File: src/rtl/cmp_share_ctrl_if.sv
// Requester/result bundle for cmp_share_ctrl: two operand-pair requesters plus the result strobe.
// The controller takes the slave modport; capture and result logic take the master modport.
interface cmp_share_ctrl_if #(
    parameter int NIBBLES = 4
);
    localparam int W = 4 * NIBBLES;

    logic         req0_valid;
    logic [W-1:0] req0_a;
    logic [W-1:0] req0_b;
    logic         req0_ready;

    logic         req1_valid;
    logic [W-1:0] req1_a;
    logic [W-1:0] req1_b;
    logic         req1_ready;

    logic         res_valid;
    logic         res_id;
    logic         res_gt;
    logic         res_eq;
    logic         res_lt;
    logic         busy;

    modport master (
        output req0_valid, req0_a, req0_b,
        input  req0_ready,
        output req1_valid, req1_a, req1_b,
        input  req1_ready,
        input  res_valid, res_id, res_gt, res_eq, res_lt, busy
    );

    modport slave (
        input  req0_valid, req0_a, req0_b,
        output req0_ready,
        input  req1_valid, req1_a, req1_b,
        output req1_ready,
        output res_valid, res_id, res_gt, res_eq, res_lt, busy
    );
endinterface

File: src/rtl/cmp_share_ctrl.sv
// Round-robin shared 4-bit magnitude comparator, sequenced MSB-nibble first over 4*NIBBLES-bit operands.
// Optional build macro CMP_EARLY_EXIT_EN: stop on the first unequal nibble instead of always scanning all nibbles.
module cmp_share_ctrl #(
    parameter int NIBBLES = 4
) (
    input logic            clk,
    input logic            rst_n,
    cmp_share_ctrl_if.slave bus
);
    localparam int W     = 4 * NIBBLES;
    localparam int IDX_W = (NIBBLES > 1) ? $clog2(NIBBLES) : 1;

`ifdef CMP_EARLY_EXIT_EN
    localparam bit EARLY_EXIT = 1'b1;
`else
    localparam bit EARLY_EXIT = 1'b0;
`endif

    typedef enum logic [1:0] {
        IDLE,
        CMP,
        DONE
    } state_t;

    state_t             state_reg;
    logic               last_grant_reg;
    logic [W-1:0]       a_reg;
    logic [W-1:0]       b_reg;
    logic               id_reg;
    logic [IDX_W-1:0]   idx_reg;
    logic               diff_found_reg;
    logic               diff_gt_reg;
    logic               res_valid_reg;
    logic               res_id_reg;
    logic               res_gt_reg;
    logic               res_eq_reg;
    logic               res_lt_reg;

    // Arbitration: a lone requester wins; on a tie the one not granted last wins.
    logic grant0;
    logic grant1;
    logic xfer0;
    logic xfer1;

    assign grant0 = bus.req0_valid & (~bus.req1_valid | last_grant_reg);
    assign grant1 = bus.req1_valid & (~bus.req0_valid | ~last_grant_reg);

    assign bus.req0_ready = (state_reg == IDLE) & grant0;
    assign bus.req1_ready = (state_reg == IDLE) & grant1;

    assign xfer0 = bus.req0_valid & bus.req0_ready;
    assign xfer1 = bus.req1_valid & bus.req1_ready;

    logic [3:0] nib_a [NIBBLES];
    logic [3:0] nib_b [NIBBLES];

    genvar gi;
    generate
        for (gi = 0; gi < NIBBLES; gi++) begin : g_nib
            assign nib_a[gi] = a_reg[4*gi +: 4];
            assign nib_b[gi] = b_reg[4*gi +: 4];
        end
    endgenerate

    logic [3:0] cur_a;
    logic [3:0] cur_b;
    assign cur_a = nib_a[idx_reg];
    assign cur_b = nib_b[idx_reg];

    // Gate-level 4-bit magnitude compare of the current nibble pair.
    logic [3:0] bit_eq;
    logic       cmp_gt;
    logic       cmp_eq;
    logic       cmp_lt;

    generate
        for (gi = 0; gi < 4; gi++) begin : g_bit_eq
            assign bit_eq[gi] = ~(cur_a[gi] ^ cur_b[gi]);
        end
    endgenerate

    assign cmp_gt = (cur_a[3] & ~cur_b[3])
                  | (bit_eq[3] & cur_a[2] & ~cur_b[2])
                  | (bit_eq[3] & bit_eq[2] & cur_a[1] & ~cur_b[1])
                  | (bit_eq[3] & bit_eq[2] & bit_eq[1] & cur_a[0] & ~cur_b[0]);
    assign cmp_lt = (~cur_a[3] & cur_b[3])
                  | (bit_eq[3] & ~cur_a[2] & cur_b[2])
                  | (bit_eq[3] & bit_eq[2] & ~cur_a[1] & cur_b[1])
                  | (bit_eq[3] & bit_eq[2] & bit_eq[1] & ~cur_a[0] & cur_b[0]);
    assign cmp_eq = &bit_eq;

    // An earlier (more significant) difference always outranks the current nibble.
    logic final_gt;
    logic final_lt;
    logic final_eq;
    logic cmp_last;

    assign final_gt = diff_found_reg ? diff_gt_reg  : cmp_gt;
    assign final_lt = diff_found_reg ? ~diff_gt_reg : cmp_lt;
    assign final_eq = ~diff_found_reg & cmp_eq;
    assign cmp_last = (EARLY_EXIT & ~cmp_eq) | (idx_reg == '0);

    always_ff @(posedge clk or negedge rst_n) begin
        if (!rst_n) begin
            state_reg      <= IDLE;
            last_grant_reg <= 1'b1;
            a_reg          <= '0;
            b_reg          <= '0;
            id_reg         <= 1'b0;
            idx_reg        <= '0;
            diff_found_reg <= 1'b0;
            diff_gt_reg    <= 1'b0;
            res_valid_reg  <= 1'b0;
            res_id_reg     <= 1'b0;
            res_gt_reg     <= 1'b0;
            res_eq_reg     <= 1'b0;
            res_lt_reg     <= 1'b0;
        end else begin
            res_valid_reg <= 1'b0;
            case (state_reg)
                IDLE: begin
                    if (xfer0 | xfer1) begin
                        a_reg          <= xfer1 ? bus.req1_a : bus.req0_a;
                        b_reg          <= xfer1 ? bus.req1_b : bus.req0_b;
                        id_reg         <= xfer1;
                        last_grant_reg <= xfer1;
                        idx_reg        <= IDX_W'(NIBBLES - 1);
                        diff_found_reg <= 1'b0;
                        diff_gt_reg    <= 1'b0;
                        state_reg      <= CMP;
                    end
                end
                CMP: begin
                    if (cmp_last) begin
                        res_valid_reg <= 1'b1;
                        res_id_reg    <= id_reg;
                        res_gt_reg    <= final_gt;
                        res_eq_reg    <= final_eq;
                        res_lt_reg    <= final_lt;
                        state_reg     <= DONE;
                    end else begin
                        if (!diff_found_reg && !cmp_eq) begin
                            diff_found_reg <= 1'b1;
                            diff_gt_reg    <= cmp_gt;
                        end
                        idx_reg <= idx_reg - 1'b1;
                    end
                end
                DONE: begin
                    state_reg <= IDLE;
                end
                default: begin
                    state_reg <= IDLE;
                end
            endcase
        end
    end

    assign bus.res_valid = res_valid_reg;
    assign bus.res_id    = res_id_reg;
    assign bus.res_gt    = res_gt_reg;
    assign bus.res_eq    = res_eq_reg;
    assign bus.res_lt    = res_lt_reg;
    assign bus.busy      = (state_reg != IDLE);

endmodule

File: src/flat_wrapper.sv
// flat-port wrapper written by rule: the top's interface ports become plain ports
module cmp_share_ctrl_flat 
#(
    parameter int NIBBLES = 4
)
  (clk, rst_n, bus_req0_valid, bus_req0_a, bus_req0_b, bus_req0_ready, bus_req1_valid, bus_req1_a, bus_req1_b, bus_req1_ready, bus_res_valid, bus_res_id, bus_res_gt, bus_res_eq, bus_res_lt, bus_busy);
  cmp_share_ctrl_if #(.NIBBLES(NIBBLES)) bus_i ();
  input logic clk;
  input logic rst_n;
  input wire logic [$bits(bus_i.req0_valid)-1:0] bus_req0_valid;
  input wire logic [$bits(bus_i.req0_a)-1:0] bus_req0_a;
  input wire logic [$bits(bus_i.req0_b)-1:0] bus_req0_b;
  output wire logic [$bits(bus_i.req0_ready)-1:0] bus_req0_ready;
  input wire logic [$bits(bus_i.req1_valid)-1:0] bus_req1_valid;
  input wire logic [$bits(bus_i.req1_a)-1:0] bus_req1_a;
  input wire logic [$bits(bus_i.req1_b)-1:0] bus_req1_b;
  output wire logic [$bits(bus_i.req1_ready)-1:0] bus_req1_ready;
  output wire logic [$bits(bus_i.res_valid)-1:0] bus_res_valid;
  output wire logic [$bits(bus_i.res_id)-1:0] bus_res_id;
  output wire logic [$bits(bus_i.res_gt)-1:0] bus_res_gt;
  output wire logic [$bits(bus_i.res_eq)-1:0] bus_res_eq;
  output wire logic [$bits(bus_i.res_lt)-1:0] bus_res_lt;
  output wire logic [$bits(bus_i.busy)-1:0] bus_busy;
  assign bus_i.req0_valid = bus_req0_valid;
  assign bus_i.req0_a = bus_req0_a;
  assign bus_i.req0_b = bus_req0_b;
  assign bus_req0_ready = bus_i.req0_ready;
  assign bus_i.req1_valid = bus_req1_valid;
  assign bus_i.req1_a = bus_req1_a;
  assign bus_i.req1_b = bus_req1_b;
  assign bus_req1_ready = bus_i.req1_ready;
  assign bus_res_valid = bus_i.res_valid;
  assign bus_res_id = bus_i.res_id;
  assign bus_res_gt = bus_i.res_gt;
  assign bus_res_eq = bus_i.res_eq;
  assign bus_res_lt = bus_i.res_lt;
  assign bus_busy = bus_i.busy;
  cmp_share_ctrl #(.NIBBLES(NIBBLES)) u_core (.clk(clk), .rst_n(rst_n), .bus(bus_i));
endmodule
File: config.mk
export PLATFORM = sky130hd
export DESIGN_NAME = cmp_share_ctrl_flat
export DESIGN_NICKNAME = d
export VERILOG_FILES = /design/src/rtl/cmp_share_ctrl_if.sv /design/src/rtl/cmp_share_ctrl.sv /design/src/flat_wrapper.sv
export SDC_FILE = /design/constraint.sdc
export NUM_CORES = 1
export LEC_CHECK = 0
export ABC_AREA = 1
export BUFFER_PORTS_ARGS = -buffer_cell sky130_fd_sc_hd__buf_2
export CORE_UTILIZATION = 45
export DETAILED_ROUTE_END_ITERATION = 16
export GPL_TIMING_DRIVEN = 0
export PLACE_DENSITY = 0.74
export SLEW_MARGIN = 40
export SYNTH_ARGS = -nofsm -noshare
export SYNTH_HDL_FRONTEND = slang
export SYNTH_SLANG_ARGS = --single-unit
File: constraint.sdc
create_clock -name clk -period 4.6 [get_ports clk]
set_input_delay 0.69 -clock clk [delete_from_list [all_inputs] [get_ports clk]]
set_output_delay 0.69 -clock clk [all_outputs]
set_load 0.05 [all_outputs]
==> flow_summary.json <==
{
  "r2r-end": "u_core.diff_found_reg",
  "p_sw_uw": 1091,
  "crit_top_cell": "buf_2",
  "worstSetupEndpointType": "output pin",
  "setup_viol": 0,
  "ios": 76,
  "p_int_uw": 1138,
  "most-common-layout-cells": "nand2_1, buf_2, o21ai_0",
  "min_period_over_period_pct": 57.85,
  "port_buffers": 75,
  "path_buf_inv": 3,
  "num_rows": 26,
  "synthCells": 361,
  "drt_wl_total_mm": 6.196,
  "path_cells": "nor2_1 -> nand3_1 -> inv_1 -> buf_2 -> buf_2",
  "via_per_inst": 4.981,
  "r2r_cells": 15,
  "layout_commonest_cell": "nand2_1",
  "tightest_slew_ns": 0.5611,
  "slew_violations": 0,
  "ant_nets": 0,
  "cp_data_arrival_time_ns": 1.97,
  "netSwitchingFraction_pct": 48.93,
  "ir_worst_vdd_uv": 285.1,
  "r2r-start": "u_core.idx_reg[1]",
  "root_buffer": "clkbuf_8",
  "period_needed_ns": 2.661,
  "overflow": 0,
  "hold_slack_ns": 0.3827,
  "hpwlAfterDp_mm": 4.794,
  "power.share.combinational_pct": 57.3,
  "r2r_slack_ns": 2.22,
  "synthTopCellsByArea": "dfrtp_1, nand2_1, o21ai_0",
  "syn_area_per_cell_um2": 6.932,
  "cts_buffers": 5,
  "dieArea_mm2": 0.005863,
  "tritoncts": "done",
  "htree_levels": 2,
  "fmax_ghz": 0.3758,
  "hold_violations": 0,
  "antenna_found_initial": 0,
  "powerDensity_mw_per_mm2": 729.9,
  "cts_hold_buf": 0,
  "synth_seq_cells": 45,
  "num_vias": 2555,
  "grt_pass1_vias": 2427,
  "clock_latency_ns": 0.29,
  "die_w_um": 76.57,
  "dieHeight_um": 76.57,
  "critical_path_depth": 5,
  "clk_pin_slew_ns": 0.08,
  "critPathTopFamily": "buffers and inverters",
  "synthesis.area_mm2": 0.002502,
  "final_area_mm2": 0.003054,
  "synth_cell_types": 19,
  "yosysTopAreaCell": "dfrtp_1",
  "drt-wirelength-per-cell_um": 12.08,
  "power.leakage_uw": 0.001682,
  "finalSetupTns_ns": 0,
  "drcViolationCount": 0,
  "crit_path_start_kind": "register",
  "drv_cap": 0,
  "seq_area_frac_synth_pct": 45.05,
  "first_iter_violations": 134,
  "drive_above_1_share_pct": 20.77,
  "nets": 514,
  "critPathSlowestCell": "dfrtp_1",
  "grt_usage_pct": 22.68,
  "cts_buffer_depth": 2,
  "critPathRequiredTime_ns": 3.91,
  "power.total_uw": 2229,
  "grt_start_max_net_pins": 46,
  "grt_pass1_wl_mm": 10.55,
  "syn_nets": 432,
  "antennaDiodeCount": 0,
  "placedInstanceArea_mm2": 0.002968,
  "hold_class": "input pin to async pin",
  "synthToLayoutAreaGrowth_pct": 22.05,
  "initial_utilization_pct": 47.78,
  "setup.worst_path.class": "register to output pin",
  "postCtsSetupBuffers": 0,
  "relSlewSlack_pct": 62.59,
  "rsz0062_at_grt": "no",
  "firstDrtPassIters": 5,
  "place_congestion": 0.8621,
  "crit_fanout": 10,
  "clock_skew_ns": 0.005363,
  "ys_warn_count": 0,
  "cts_sinks": 45,
  "sequentialPowerShare_pct": 31.8,
  "clkPwrFrac_pct": 10.9,
  "status": "complete, no violations",
  "synth_top_area_share_pct": 44.00,
  "cts_resized": 0,
  "max_stage_delay_ns": 0.38,
  "core_region_area_mm2": 0.005238
}
-- area by class of cell --
| type | count | area (um2) |
|---|---|---|
| buffer | 17 | 85.08 |
| clock buffer | 7 | 86.33 |
| multi-input combinational | 264 | 1159 |
| timing repair buffer | 75 | 377.9 |
| tap | 70 | 87.58 |
| sequential | 45 | 1127 |
| fill | 535 | 2183 |
| inverter | 35 | 131.4 |
-- worst register-to-register path, stage by stage, from the launching register on --
cell and delay (ns):
dfrtp_1 0.39, clkinv_1 0.21, buf_2 0.25, a32oi_1 0.30, inv_1 0.08, ha_1 0.28
inv_1 0.05, nor2_1 0.13, nand2_1 0.09, nand2_1 0.11, nand2_1 0.09, nand2_1 0.10
nand2_1 0.06, nand2_1 0.08, nand2_1 0.05, nand2_1 0.05
-- metal layers --
metal | global-route usage [%] | share of wire (%)
met5 | 0 | 0
met3 | 4.910 | 4.2
met1 | 28.85 | 47
met4 | 6.731 | 1.1
met2 | 38.47 | 47
-- power by group through the flow --
stage / Clock [uW] / Sequential (uW) / Combinational, uW
after floorplan: 0 / 751 / 910
after global placement: 0 / 710 / 1240
after detailed placement: 0 / 713 / 1280
after CTS: 247 / 707 / 1280
after global routing: 266 / 729 / 1470
final: 244 / 708 / 1280
-- cell families after synthesis --
family / count (synthesis) / share of synthesized area (%)
buf+inv: 52 / 8.650
simple gates: 183 / 28.35
compound gates: 78 / 16.45
flops: 45 / 45.05
fa+ha+maj: 3 / 1.500
-- synth_stat cells --
cell and number:
nand2_1 121, o21ai_0 63, dfrtp_1 44, nor2_1 44
inv_1 32, nand3_1 18, clkbuf_1 9, o22ai_1 7
buf_2 5, a21oi_1 4, ha_1 3, a32oi_1 2
buf_4 2, inv_2 2, a22oi_1 1, buf_6 1
clkinv_1 1, dfstp_2 1, o31ai_1 1
-- worst max path at each step --
stage | startpoint | endpoint | slack, ns
final | u_core.state_reg[0] | bus_req1_ready | 1.94
after global routing | u_core.state_reg[0] | bus_req1_ready | 1.82
after CTS | u_core.state_reg[0] | bus_req1_ready | 1.94
after detailed placement | bus_req0_valid | bus_req1_ready | 1.98
after global placement | bus_req0_valid | bus_req1_ready | 2.02
after floorplan | bus_req0_valid | bus_req1_ready | 2.49
-- through the flow --
stage                     instances  setup WS [ns]  util (%)
after global routing            513          1.818     58.31
after floorplan                 361          2.488         -
after detailed placement        506          1.984     56.67
final                           513          1.939     58.31
after global placement          506          2.016     56.62
after CTS                       513          1.940     58.31
(Power assumes the default switching activity.)
